**src/rtl/tick_countdown_timer_if.sv**
```systemverilog
// Purpose: control and display bundle between game logic and the countdown timer.
// Latency: none; this file holds wires only.
// Backpressure: none; tick/start/pause/load are sampled every clock, with no handshake.
interface tick_countdown_timer_if;
  // Control from the game FSM / rate divider
  logic       tick;
  logic       start;
  logic       pause;
  logic       load;
  logic [2:0] load_min_t;
  logic [3:0] load_min_o;
  logic [2:0] load_sec_t;
  logic [3:0] load_sec_o;

  // Display digits and status back to the decoders / game FSM
  logic [2:0] min_t;
  logic [3:0] min_o;
  logic [2:0] sec_t;
  logic [3:0] sec_o;
  logic       running;
  logic       expired;
  logic       expire_pulse;

  // Side that drives the controls and observes the timer
  modport master (
    output tick, start, pause, load,
    output load_min_t, load_min_o, load_sec_t, load_sec_o,
    input  min_t, min_o, sec_t, sec_o,
    input  running, expired, expire_pulse
  );

  // The timer itself
  modport slave (
    input  tick, start, pause, load,
    input  load_min_t, load_min_o, load_sec_t, load_sec_o,
    output min_t, min_o, sec_t, sec_o,
    output running, expired, expire_pulse
  );
endinterface

```
**src/rtl/tick_countdown_timer.sv**
```systemverilog
// Purpose: BCD mm:ss countdown timer driven by a 1 Hz tick, with load/start/pause and expiry.
// Latency: 1 clock from tick/start/load to digits/status; all outputs are registered.
// Backpressure: none; each tick-high cycle is one second, and level controls are sampled every clock.
module tick_countdown_timer #(
  parameter int DEFAULT_MIN = 1,
  parameter int DEFAULT_SEC = 30
) (
  input logic                  clock,
  input logic                  resetn,
  tick_countdown_timer_if.slave bus
);

  typedef enum logic [1:0] {
    IDLE    = 2'd0,
    RUNNING = 2'd1,
    PAUSED  = 2'd2,
    EXPIRED = 2'd3
  } state_e;

  // Reset digits: binary defaults split into BCD tens/ones
  localparam logic [2:0] DEF_MIN_T = 3'(DEFAULT_MIN / 10);
  localparam logic [3:0] DEF_MIN_O = 4'(DEFAULT_MIN % 10);
  localparam logic [2:0] DEF_SEC_T = 3'(DEFAULT_SEC / 10);
  localparam logic [3:0] DEF_SEC_O = 4'(DEFAULT_SEC % 10);

  state_e     state_q, state_d;
  logic [2:0] min_t_q, min_t_d;
  logic [3:0] min_o_q, min_o_d;
  logic [2:0] sec_t_q, sec_t_d;
  logic [3:0] sec_o_q, sec_o_d;
  logic       running_q, running_d;
  logic       expired_q, expired_d;
  logic       pulse_q, pulse_d;

  // Sanitised load digits and the one-second decrement of the current value
  logic [2:0] ld_min_t, ld_sec_t, dec_min_t, dec_sec_t;
  logic [3:0] ld_min_o, ld_sec_o, dec_min_o, dec_sec_o;
  logic       cur_zero, dec_zero;

  // Clamp out-of-range BCD load digits so the display never shows garbage
  always_comb begin
    ld_min_t = (bus.load_min_t > 3'd5) ? 3'd5 : bus.load_min_t;
    ld_min_o = (bus.load_min_o > 4'd9) ? 4'd9 : bus.load_min_o;
    ld_sec_t = (bus.load_sec_t > 3'd5) ? 3'd5 : bus.load_sec_t;
    ld_sec_o = (bus.load_sec_o > 4'd9) ? 4'd9 : bus.load_sec_o;
  end

  // BCD decrement by one second, borrowing sec_o -> sec_t -> min_o -> min_t.
  // The result is used only when the value is nonzero, so 00:00 never wraps.
  always_comb begin
    dec_min_t = min_t_q;
    dec_min_o = min_o_q;
    dec_sec_t = sec_t_q;
    dec_sec_o = sec_o_q;
    if (sec_o_q != 4'd0) begin
      dec_sec_o = sec_o_q - 4'd1;
    end else begin
      dec_sec_o = 4'd9;
      if (sec_t_q != 3'd0) begin
        dec_sec_t = sec_t_q - 3'd1;
      end else begin
        dec_sec_t = 3'd5;
        if (min_o_q != 4'd0) begin
          dec_min_o = min_o_q - 4'd1;
        end else begin
          dec_min_o = 4'd9;
          dec_min_t = min_t_q - 3'd1;
        end
      end
    end
    cur_zero = (min_t_q == 3'd0) && (min_o_q == 4'd0) &&
               (sec_t_q == 3'd0) && (sec_o_q == 4'd0);
    dec_zero = (dec_min_t == 3'd0) && (dec_min_o == 4'd0) &&
               (dec_sec_t == 3'd0) && (dec_sec_o == 4'd0);
  end

  // Next-state, next-digit and registered-status logic for the control FSM
  always_comb begin
    state_d = state_q;
    min_t_d = min_t_q;
    min_o_d = min_o_q;
    sec_t_d = sec_t_q;
    sec_o_d = sec_o_q;

    case (state_q)
      IDLE: begin
        // Load beats start; start on 00:00 does nothing
        if (bus.load) begin
          min_t_d = ld_min_t;
          min_o_d = ld_min_o;
          sec_t_d = ld_sec_t;
          sec_o_d = ld_sec_o;
        end else if (bus.start && !cur_zero) begin
          state_d = RUNNING;
        end
      end
      RUNNING: begin
        // A tick coinciding with pause still counts; reaching zero beats pause
        if (bus.tick) begin
          min_t_d = dec_min_t;
          min_o_d = dec_min_o;
          sec_t_d = dec_sec_t;
          sec_o_d = dec_sec_o;
        end
        if (bus.tick && dec_zero) begin
          state_d = EXPIRED;
        end else if (bus.pause) begin
          state_d = PAUSED;
        end
      end
      PAUSED: begin
        // Resume only on start with pause released; load takes priority
        if (bus.load) begin
          min_t_d = ld_min_t;
          min_o_d = ld_min_o;
          sec_t_d = ld_sec_t;
          sec_o_d = ld_sec_o;
        end else if (bus.start && !bus.pause && !cur_zero) begin
          state_d = RUNNING;
        end
      end
      EXPIRED: begin
        // Digits sit at 00:00 until a fresh value is loaded
        if (bus.load) begin
          min_t_d = ld_min_t;
          min_o_d = ld_min_o;
          sec_t_d = ld_sec_t;
          sec_o_d = ld_sec_o;
          state_d = IDLE;
        end
      end
      default: begin
        state_d = IDLE;
      end
    endcase

    running_d = (state_d == RUNNING);
    expired_d = (state_d == EXPIRED);
    pulse_d   = (state_d == EXPIRED) && (state_q != EXPIRED);
  end

  // State and status flags; status is registered alongside the state it mirrors
  always_ff @(posedge clock or negedge resetn) begin
    if (!resetn) begin
      state_q   <= IDLE;
      running_q <= 1'b0;
      expired_q <= 1'b0;
      pulse_q   <= 1'b0;
    end else begin
      state_q   <= state_d;
      running_q <= running_d;
      expired_q <= expired_d;
      pulse_q   <= pulse_d;
    end
  end

  // Digit registers; reset restores the parameter defaults
  always_ff @(posedge clock or negedge resetn) begin
    if (!resetn) begin
      min_t_q <= DEF_MIN_T;
      min_o_q <= DEF_MIN_O;
      sec_t_q <= DEF_SEC_T;
      sec_o_q <= DEF_SEC_O;
    end else begin
      min_t_q <= min_t_d;
      min_o_q <= min_o_d;
      sec_t_q <= sec_t_d;
      sec_o_q <= sec_o_d;
    end
  end

  assign bus.min_t        = min_t_q;
  assign bus.min_o        = min_o_q;
  assign bus.sec_t        = sec_t_q;
  assign bus.sec_o        = sec_o_q;
  assign bus.running      = running_q;
  assign bus.expired      = expired_q;
  assign bus.expire_pulse = pulse_q;

endmodule

```
**src/flat_wrapper.sv**
```systemverilog
// flat-port wrapper written by rule: the top's interface ports become plain ports
module tick_countdown_timer_flat 
#(
  parameter int DEFAULT_MIN = 1,
  parameter int DEFAULT_SEC = 30
)
  (clock, resetn, bus_tick, bus_start, bus_pause, bus_load, bus_load_min_t, bus_load_min_o, bus_load_sec_t, bus_load_sec_o, bus_min_t, bus_min_o, bus_sec_t, bus_sec_o, bus_running, bus_expired, bus_expire_pulse);
  tick_countdown_timer_if bus_i ();
  input logic clock;
  input logic resetn;
  input wire logic [$bits(bus_i.tick)-1:0] bus_tick;
  input wire logic [$bits(bus_i.start)-1:0] bus_start;
  input wire logic [$bits(bus_i.pause)-1:0] bus_pause;
  input wire logic [$bits(bus_i.load)-1:0] bus_load;
  input wire logic [$bits(bus_i.load_min_t)-1:0] bus_load_min_t;
  input wire logic [$bits(bus_i.load_min_o)-1:0] bus_load_min_o;
  input wire logic [$bits(bus_i.load_sec_t)-1:0] bus_load_sec_t;
  input wire logic [$bits(bus_i.load_sec_o)-1:0] bus_load_sec_o;
  output wire logic [$bits(bus_i.min_t)-1:0] bus_min_t;
  output wire logic [$bits(bus_i.min_o)-1:0] bus_min_o;
  output wire logic [$bits(bus_i.sec_t)-1:0] bus_sec_t;
  output wire logic [$bits(bus_i.sec_o)-1:0] bus_sec_o;
  output wire logic [$bits(bus_i.running)-1:0] bus_running;
  output wire logic [$bits(bus_i.expired)-1:0] bus_expired;
  output wire logic [$bits(bus_i.expire_pulse)-1:0] bus_expire_pulse;
  assign bus_i.tick = bus_tick;
  assign bus_i.start = bus_start;
  assign bus_i.pause = bus_pause;
  assign bus_i.load = bus_load;
  assign bus_i.load_min_t = bus_load_min_t;
  assign bus_i.load_min_o = bus_load_min_o;
  assign bus_i.load_sec_t = bus_load_sec_t;
  assign bus_i.load_sec_o = bus_load_sec_o;
  assign bus_min_t = bus_i.min_t;
  assign bus_min_o = bus_i.min_o;
  assign bus_sec_t = bus_i.sec_t;
  assign bus_sec_o = bus_i.sec_o;
  assign bus_running = bus_i.running;
  assign bus_expired = bus_i.expired;
  assign bus_expire_pulse = bus_i.expire_pulse;
  tick_countdown_timer #(.DEFAULT_MIN(DEFAULT_MIN), .DEFAULT_SEC(DEFAULT_SEC)) u_core (.clock(clock), .resetn(resetn), .bus(bus_i));
endmodule
```
**config.mk**
```make
export PLATFORM = sky130hd
export DESIGN_NAME = tick_countdown_timer_flat
export DESIGN_NICKNAME = d
export VERILOG_FILES = /design/src/rtl/tick_countdown_timer_if.sv /design/src/rtl/tick_countdown_timer.sv /design/src/flat_wrapper.sv
export SDC_FILE = /design/constraint.sdc
export NUM_CORES = 1
export LEC_CHECK = 0
export BUFFER_PORTS_ARGS = -buffer_cell sky130_fd_sc_hd__buf_4
export CORE_MARGIN = 3
export CORE_UTILIZATION = 46
export CTS_CLUSTER_SIZE = 30
export DETAILED_ROUTE_END_ITERATION = 6
export GPL_TIMING_DRIVEN = 1
export PLACE_DENSITY = 0.87
export SKIP_CTS_REPAIR_TIMING = 1
export SYNTH_ARGS = -nofsm -noshare
export SYNTH_HDL_FRONTEND = slang
export SYNTH_SLANG_ARGS = --single-unit
```
**constraint.sdc**
```tcl
create_clock -name clock -period 2.1 [get_ports clock]
set_clock_uncertainty 0.2 [all_clocks]
set_input_delay 0.42 -clock clock [delete_from_list [all_inputs] [get_ports clock]]
set_output_delay 0.42 -clock clock [all_outputs]
set_load 0.01 [all_outputs]
```
==> run_results.csv, run 1 <==
group,metric,value,unit
detailed_routing,drt-total-wl,3798,um
critical_path,setup.worst_path.class,"reg -> reg",
critical_path,cp-start-kind,"flop",
outcome,outcome,"finished, final reports clean",
logic_synthesis,synth_nets,174,
sta,fin_ws,0.004467,ns
placement,port_buffers,36,
sta,whs,0.1392,ns
floorplanning,fp.dieH,58.57,um
grt,grt.overflow.total,0,
min_path,hold_depth,2,
detailed_routing,via_per_inst,6.068,
clocking,path_clk_slew,0.12,ns
floorplanning,io_pins,37,
clocking,cts_root_buffer,"clkbuf_4",
cells_and_area,drive_above_1_share,0.4049,
critical_path,timing.rr.end,"u_core.bus.min_t[1]",
grt,grt_usage,0.2168,
sta,final_max_slew_viol_count,0,
floorplanning,rows,18,
sta,rsz0062_at_grt,"true",
placement,hpwl,2710,um
grt,grt_pass1_wl,5802,um
floorplanning,die_w,58.57,um
floorplanning,coreArea,2545,um2
min_path,hp-class,"in -> reg",
logic_synthesis,async_reset_ff_frac,1.000,
critical_path,r2r_slack,0.004,ns
cells_and_area,num_antenna_cells,0,
grt,grt_antenna_before_repair,0,
critical_path,startpoint,"u_core.bus.sec_t[2]",
pwr,vdd_drop_max,1.372,mV
cells_and_area,synthToLayoutAreaGrowth,41.24,%
critical_path,reg2reg_depth,5,
detailed_routing,drtIter0Drc,108,
detailed_routing,drt_first_pass_iters,4,
sta,finalSetupViolations,0,
logic_synthesis,ys_types,45,
logic_synthesis,synthFlopType,"dfrtp_1",
logic_synthesis,synth-edff-count,0,
placement,place_inst,225,
critical_path,crit_arrival,2.08,ns
min_path,holdCritStartpoint,"bus_pause",
sta,relSlewSlack,0.7715,
clocking,ctsHtreeMaxLevel,1,
critical_path,cp-end-kind,"flop",
clocking,numCtsBuffers,3,
pwr,p_leak,0.7940,nW
floorplanning,start_util,0.4995,
sta,fin_crit_sh,0.9979,
cells_and_area,final_cell_mix,"buf_4 (56), nor2_1 (17), dfrtp_1 (16), o21ai_0 (13)",
clocking,cts.sinks,19,
sta,fmax,0.4772,GHz
min_path,holdPathEnd,"u_core.state_q[0]",
cells_and_area,final_common_cell,"buf_4",
clocking,worstSkewPairLatency,0.30,ns
sta,worst_slew_pin_slew,0.3420,ns
logic_synthesis,synthesis.area,1271,um2
cells_and_area,fin_cells,235,
detailed_routing,ant_nets,0,
logic_synthesis,synth-seq-cells,19,
placement,dp_slack,-0.02370,ns
clocking,cts.path.max_buffers,2,
detailed_routing,route.detailed.drc,0,
sta,hold_viol,0,
clocking,cts_tree,"built",
detailed_routing,detail_route.wl_per_cell,16.16,um
cells_and_area,nets,228,
sta,post-route-min-period,2.096,ns
pwr,power_density,1430,nW/um2
logic_synthesis,ys_warn_count,0,
critical_path,rr_startpoint,"u_core.bus.sec_t[2]",
detailed_routing,num_vias,1426,
logic_synthesis,ys_seq_area_frac,0.3770,
grt,grt_pass1_vias,1303,
logic_synthesis,syn_inst,152,
logic_synthesis,synth.avg_cell_area,8.363,um2
placement,place.gp.congestion,0.9068,
flow_run,max_cap_viol_count,0,
grt,grt_max_degree,20,
cells_and_area,fin_util,0.7055,
critical_path,critPathMaxFanout,5,
floorplanning,die-area,3430,um2
critical_path,crit_required,2.09,ns
cells_and_area,fillCellCount,190,
how the worst max path moves through the flow:
stage | endpoint | slack (ns) | depth (start not counted)
global route | u_core.bus.running | -0.03 | 5
finish | u_core.bus.min_t[1] | 0.004 | 5
detailed placement | u_core.bus.running | -0.02 | 7
CTS | u_core.bus.running | -0.04 | 7
global placement | u_core.state_q[0] | 0.03 | 5
floorplan | u_core.bus.running | -0.003 | 5
synthesized netlist by cell type, types with 3 or more instances:
cell | instances | area [um2]
nor2_1 | 17 | 63.81
dfrtp_1 | 16 | 400.4
o21ai_0 | 14 | 70.07
nand2_1 | 13 | 48.80
a21oi_1 | 12 | 60.06
clkbuf_1 | 8 | 30.03
a31oi_1 | 6 | 37.54
inv_1 | 6 | 22.52
nor3_1 | 5 | 25.02
nor3b_1 | 4 | 30.03
o22ai_1 | 4 | 25.02
dfstp_2 | 3 | 78.83
mux2i_1 | 3 | 30.03
or3_1 | 3 | 18.77
kinds of logic (layout without fill, tap and decap cells):
group	Yosys count	after routing	synth area share
DFF	19	19	0.3770
buffers and inverters	14	67	0.04134
muxes	5	5	0.04134
AOI/OAI and AO/OA	55	55	0.2805
adders and majority gates	2	2	0.01968
and+or+nand+nor	57	57	0.2402
through the flow:
| step | power [W] | cell area, um2 | setup TNS [ns] |
|---|---|---|---|
| detailed placement | 0.002181 | 1665 | -0.02950 |
| global route | 0.002741 | 1795 | -0.07814 |
| finish | 0.002568 | 1795 | 0 |
| global placement | 0.002118 | 1665 | 0 |
| CTS | 0.002374 | 1693 | -0.07329 |
| floorplan | 0.001545 | 1275 | -0.003426 |
layer usage:
metal | vias up | part of all wire | GRT usage
met5 | - | 0 | 0
met4 | 0 | 0.022 | 0.07443
li1 | 671 | - | -
met3 | 11 | 0.075 | 0.04386
met2 | 87 | 0.49 | 0.3604
met1 | 657 | 0.41 | 0.2812
where the power goes:
group          total [W]  switching (W)  internal [W]
registers       0.000701       0.000154      0.000547
clock network   0.000190       0.000119     0.0000709
logic            0.00168       0.000882      0.000795
total            0.00257        0.00116       0.00141
flip-flops by register name (all words and copies together), names as in the netlist:
signal and flops:
u_core.bus.sec_o 4, u_core.bus.sec_t 3, u_core.bus.expired 1, u_core.bus.min_o 4
u_core.bus.min_t 3, u_core.bus.running 1, u_core.bus.expire_pulse 1, u_core.state_q 2
critical path, cell delays in order, from the launching register on:
cell and delay [ns]:
dfrtp_1 0.41, or4_4 0.56, nor3_4 0.19, buf_4 0.19
a31oi_1 0.10, o32a_1 0.34
layout make-up:
cell class              count  area (um2)  area share
flip-flops and latches     19       479.2      0.2669
repair buffers             57       430.4      0.2397
inverters                   6       22.52     0.01254
well taps                  30       37.54     0.02091
clock inverters             1       5.005    0.002787
clock buffers               3       22.52     0.01254
multi-input cells         119       798.3      0.4446
(Power assumes the default switching activity.)
==> inputs of run 2 (changes only) <==
--- a/config.mk
+++ b/config.mk
@@ -6,11 +6,12 @@
 export NUM_CORES = 1
 export LEC_CHECK = 0
 export BUFFER_PORTS_ARGS = -buffer_cell sky130_fd_sc_hd__buf_4
+export CAP_MARGIN = 20
 export CORE_MARGIN = 3
 export CORE_UTILIZATION = 46
 export CTS_CLUSTER_SIZE = 30
 export DETAILED_ROUTE_END_ITERATION = 6
-export GPL_TIMING_DRIVEN = 1
+export GPL_TIMING_DRIVEN = 0
 export PLACE_DENSITY = 0.87
 export SKIP_CTS_REPAIR_TIMING = 1
 export SYNTH_ARGS = -nofsm -noshare
==> run_results.csv, run 2 (synthesized netlist as in run 1, its figures left out) <==
group,metric,value,unit
detailed_routing,drt-total-wl,4130,um
outcome,violations,"negative setup slack",
sta,finalSetupViolations,5,
pwr,power_frac_seq,0.317,
sta,fin_crit_sh,1.026,
critical_path,setup.worst_path.class,"reg -> reg",
sta,fmax,0.4640,GHz
min_path,hp-class,"in -> reg",
sta,post-route-min-period,2.155,ns
critical_path,cp-start-kind,"flop",
outcome,outcome,"finished with violations",
critical_path,cp-end-kind,"flop",
floorplanning,start_util,0.4995,
pwr,power_density,1438,nW/um2
sta,whs,0.1343,ns
sta,worst_slew_pin_slew,0.4799,ns
cells_and_area,multi_input_area,803.3,um2
sta,fin_ws,-0.05538,ns
detailed_routing,drtIter0Drc,89,
cells_and_area,final_common_cell,"buf_4",
floorplanning,die_w,58.57,um
floorplanning,fp.dieH,58.57,um
detailed_routing,num_vias,1481,
flow_run,max_cap_viol_count,0,
clocking,cts_root_buffer,"clkbuf_4",
sta,rsz0062_at_grt,"true",
placement,dp_slack,-0.4747,ns
grt,grt_max_degree,20,
grt,grt_usage,0.2372,
pwr,pwr-share-clk,0.079,
placement,hpwl,2711,um
pwr,vdd_drop_max,1.026,mV
detailed_routing,via_per_inst,6.439,
floorplanning,io_pins,37,
clocking,cts.sinks,19,
cells_and_area,nets,223,
placement,port_buffers,36,
cells_and_area,num_antenna_cells,0,
pwr,internal-power,0.001331,W
grt,grt.overflow.total,0,
pwr,combinationalPowerShare,0.605,
grt,grt_pass1_wl,6361,um
critical_path,critPathMaxFanout,5,
sta,relSlewSlack,0.6800,
critical_path,crit_arrival,2.16,ns
floorplanning,rows,18,
cells_and_area,synthToLayoutAreaGrowth,37.70,%
floorplanning,die-area,3430,um2
critical_path,crit_required,2.11,ns
sta,hold_viol,0,
pwr,p_leak,0.7569,nW
cells_and_area,fin_util,0.6878,
cells_and_area,drive_above_1_share,0.3800,
detailed_routing,detail_route.wl_per_cell,17.96,um
cells_and_area,seqCellArea,481.7,um2
sta,final_max_slew_viol_count,0,
clocking,cts_tree,"built",
cells_and_area,final_cell_mix,"buf_4 (44), nor2_1 (17), o21ai_0 (14), dfrtp_1 (14), nand2_1 (13)",
detailed_routing,ant_nets,0,
detailed_routing,drt_first_pass_iters,4,
clocking,path_clk_slew,0.13,ns
clocking,numCtsBuffers,3,
grt,grt_antenna_before_repair,0,
placement,place.gp.congestion,0.8225,
pwr,switching_power,0.001186,W
clocking,cts.path.max_buffers,2,
floorplanning,coreArea,2545,um2
pwr,swShare,0.4712,
clocking,worstSkewPairLatency,0.31,ns
detailed_routing,route.detailed.drc,0,
grt,grt_pass1_vias,1374,
cells_and_area,fillCellCount,203,
clocking,ctsHtreeMaxLevel,1,
run 2: cell count changes in the layout (fill, tap and decap cells not counted), sizes merged:
cell | previous run | this run
buf | 56 | 45
clkbuf | 3 | 9
run 2: final timing paths:
| path | from | to | slack, ns | cells after the start |
|---|---|---|---|---|
| worst max-delay path | u_core.bus.sec_t[2] | u_core.bus.running | -0.06 | 5 |
| worst min-delay path | bus_pause | u_core.state_q[0] | 0.13 | 2 |
| worst max register to register | u_core.bus.sec_t[2] | u_core.bus.running | -0.06 | 5 |
| worst min register to register | u_core.bus.sec_t[0] | u_core.bus.sec_t[0] | 0.32 | 2 |
| max in group asynchronous | resetn | u_core.bus.sec_t[0] | 1.13 | 2 |
| min in group asynchronous | resetn | u_core.bus.sec_t[2] | 0.30 | 2 |
run 2: cell type report:
class	instances	area share
Tap cell	30	0.02144
Clock inverter	1	0.002859
Timing Repair Buffer	46	0.2009
Buffer	6	0.01501
Multi-Input combinational cell	119	0.4589
Clock buffer	3	0.01287
Sequential cell	19	0.2752
Inverter	6	0.01287
run 2: critical path: stages (launching register included):
cell	delay, ns
dfrtp_2	0.46
or4_4	0.53
nor3_4	0.23
and4_4	0.29
o2111ai_4	0.15
a21o_1	0.20
run 2: power by group through the flow:
stage               registers [W]  clock network, W  logic, W
floorplan                0.000794                 0  0.000751
global placement         0.000757                 0   0.00122
detailed placement       0.000777                 0   0.00127
CTS                      0.000768          0.000199   0.00128
global route             0.000819          0.000223   0.00165
finish                   0.000797          0.000198   0.00152
run 2: metrics by stage:
step	setup TNS, ns	power, W	instance area (um2)	cells
finish	-0.1253	0.002517	1750	230
global route	-0.4798	0.002695	1750	230
CTS	-5.628	0.002248	1610	222
detailed placement	-5.015	0.002046	1583	218
global placement	-4.111	0.001976	1583	218
floorplan	-0.003426	0.001545	1275	152
run 2: layer usage:
metal	track usage	wire [um]	up-vias
li1	-	-	668
met1	0.3048	1568	695
met2	0.4051	2051	98
met3	0.03070	342	20
met4	0.09061	167	0
met5	0	0	-
==> inputs of run 3 (changes only) <==
--- a/config.mk
+++ b/config.mk
@@ -7,7 +7,7 @@
 export LEC_CHECK = 0
 export BUFFER_PORTS_ARGS = -buffer_cell sky130_fd_sc_hd__buf_4
 export CAP_MARGIN = 20
-export CORE_MARGIN = 3
+export CORE_MARGIN = 5
 export CORE_UTILIZATION = 46
 export CTS_CLUSTER_SIZE = 30
 export DETAILED_ROUTE_END_ITERATION = 6
==> run_results.csv, run 3 (synthesized netlist as in run 1, its figures left out) <==
group,metric,value,unit
sta,whs,0.1260,ns
min_path,hp-class,"in -> reg",
clocking,ctsHtreeMaxLevel,1,
grt,grt_pass1_wl,5609,um
outcome,violations,"negative setup slack",
cells_and_area,synthToLayoutAreaGrowth,36.42,%
cells_and_area,final_common_cell,"buf_4",
critical_path,cp_slowest_cell,"or4_4",
sta,fin_crit_sh,1.040,
critical_path,r2r_slack,-0.08,ns
detailed_routing,detail_route.wl_per_cell,16.09,um
critical_path,setup.worst_path.class,"reg -> reg",
detailed_routing,route.detailed.drc,0,
cells_and_area,fillCellCount,237,
cells_and_area,final_cell_mix,"buf_4 (44), nor2_1 (17), dfrtp_1 (15), nand2_1 (13), o21ai_0 (13)",
detailed_routing,drt_first_pass_iters,4,
floorplanning,die_w,62.57,um
placement,port_buffers,36,
pwr,power_density,1388,nW/um2
critical_path,critPathMaxFanout,6,
pwr,swShare,0.4604,
detailed_routing,drtIter0Drc,58,
pwr,internal-power,0.001298,W
critical_path,crit_chain,"or4_4 -> nor3_4 -> and4_4 -> o2111ai_4 -> a21o_1",
critical_path,max_stage_delay,0.53,ns
floorplanning,coreArea,2710,um2
clocking,numCtsBuffers,3,
clocking,cts.sinks,19,
grt,grt_usage,0.1721,
cells_and_area,num_antenna_cells,0,
critical_path,rr_startpoint,"u_core.bus.sec_t[2]",
critical_path,timing.rr.end,"u_core.bus.running",
grt,grt.overflow.total,0,
sta,finalSetupTns,-0.2720,ns
pwr,p_leak,0.7643,nW
floorplanning,io_pins,37,
flow_run,max_cap_viol_count,0,
sta,final_max_slew_viol_count,0,
critical_path,crit_arrival,2.19,ns
sta,hold_viol,0,
sta,post-route-min-period,2.184,ns
grt,grt_pass1_vias,1228,
sta,fmax,0.4578,GHz
critical_path,cp-end-kind,"flop",
sta,rsz0062_at_grt,"true",
sta,relSlewSlack,0.6706,
cells_and_area,nets,223,
clocking,cts_tree,"built",
placement,place.gp.congestion,0.8500,
pwr,combinationalPowerShare,0.599,
critical_path,cp-start-kind,"flop",
cells_and_area,fin_util,0.6399,
sta,worst_slew_pin_slew,0.4941,ns
clocking,worstSkewPairLatency,0.30,ns
grt,grt_antenna_before_repair,0,
pwr,power_frac_seq,0.320,
pwr,vdd_drop_max,0.8766,mV
critical_path,endpoint,"u_core.bus.running",
detailed_routing,ant_nets,0,
sta,fin_ws,-0.08418,ns
floorplanning,die-area,3915,um2
clocking,cts_root_buffer,"clkbuf_4",
placement,hpwl,2456,um
critical_path,crit_required,2.11,ns
floorplanning,rows,19,
clocking,cts.path.max_buffers,2,
floorplanning,start_util,0.4691,
critical_path,reg2reg_depth,5,
critical_path,startpoint,"u_core.bus.sec_t[2]",
clocking,path_clk_slew,0.12,ns
detailed_routing,via_per_inst,6.000,
cells_and_area,drive_above_1_share,0.3600,
pwr,switching_power,0.001108,W
floorplanning,fp.dieH,62.57,um
outcome,outcome,"finished with violations",
sta,finalSetupViolations,6,
detailed_routing,num_vias,1386,
detailed_routing,drt-total-wl,3717,um
grt,grt_max_degree,20,
pwr,pwr-share-clk,0.081,
placement,dp_slack,-0.4744,ns
==> run 3: worst max-delay path, delay by kind of cell (launching register included) <==
family             cells  cell delay, ns
AOI/OAI and AO/OA      2            0.34
DFF                    1            0.45
and+or+nand+nor        3            1.10
==> run 3: how the worst min path moves through the flow <==
stage                    from  cells past startpoint  slack, ns                      end
floorplan              resetn                      0      -0.08  u_core.bus.expire_pulse
global placement       resetn                      1       0.11      u_core.bus.sec_t[2]
detailed placement     resetn                      1       0.11      u_core.bus.sec_t[2]
CTS                    resetn                      1      -0.22      u_core.bus.sec_t[2]
global route        bus_pause                      2       0.12        u_core.state_q[0]
finish              bus_pause                      2       0.13        u_core.state_q[0]
==> run 3: cell type report <==
cell class,count,area [um2],area share
multi-input combinational,119,793.3,0.4574
clock buffer,4,26.28,0.01515
tap,31,38.79,0.02237
timing repair buffer,45,340.3,0.1962
buffer,7,32.53,0.01876
sequential,19,480.5,0.2771
inverter,6,22.52,0.01299
==> run 3: routing by layer <==
metal	global-route usage	routed length (um)	share of wire	up-vias
met3	0.03957	291	0.078	9
li1	-	-	-	666
met4	0.05305	77	0.021	0
met1	0.2371	1507	0.41	644
met2	0.2668	1840	0.50	67
met5	0	0	0	-
==> run 3: per-stage QoR <==
stage                     power (W)  instance area (um2)  instances
after floorplan            0.001545                 1275        152
after global placement     0.001991                 1584        219
after detailed placement   0.002014                 1584        219
after global routing       0.002586                 1734        231
final                      0.002406                 1734        231
after CTS                  0.002205                 1610        223
==> run 3: power by group through the flow <==
stage	Clock, W	Sequential [W]	Combinational [W]
global placement	0	0.000769	0.00122
floorplan	0	0.000794	0.000751
CTS	0.000193	0.000760	0.00125
detailed placement	0	0.000767	0.00125
global route	0.000214	0.000795	0.00158
finish	0.000195	0.000769	0.00144
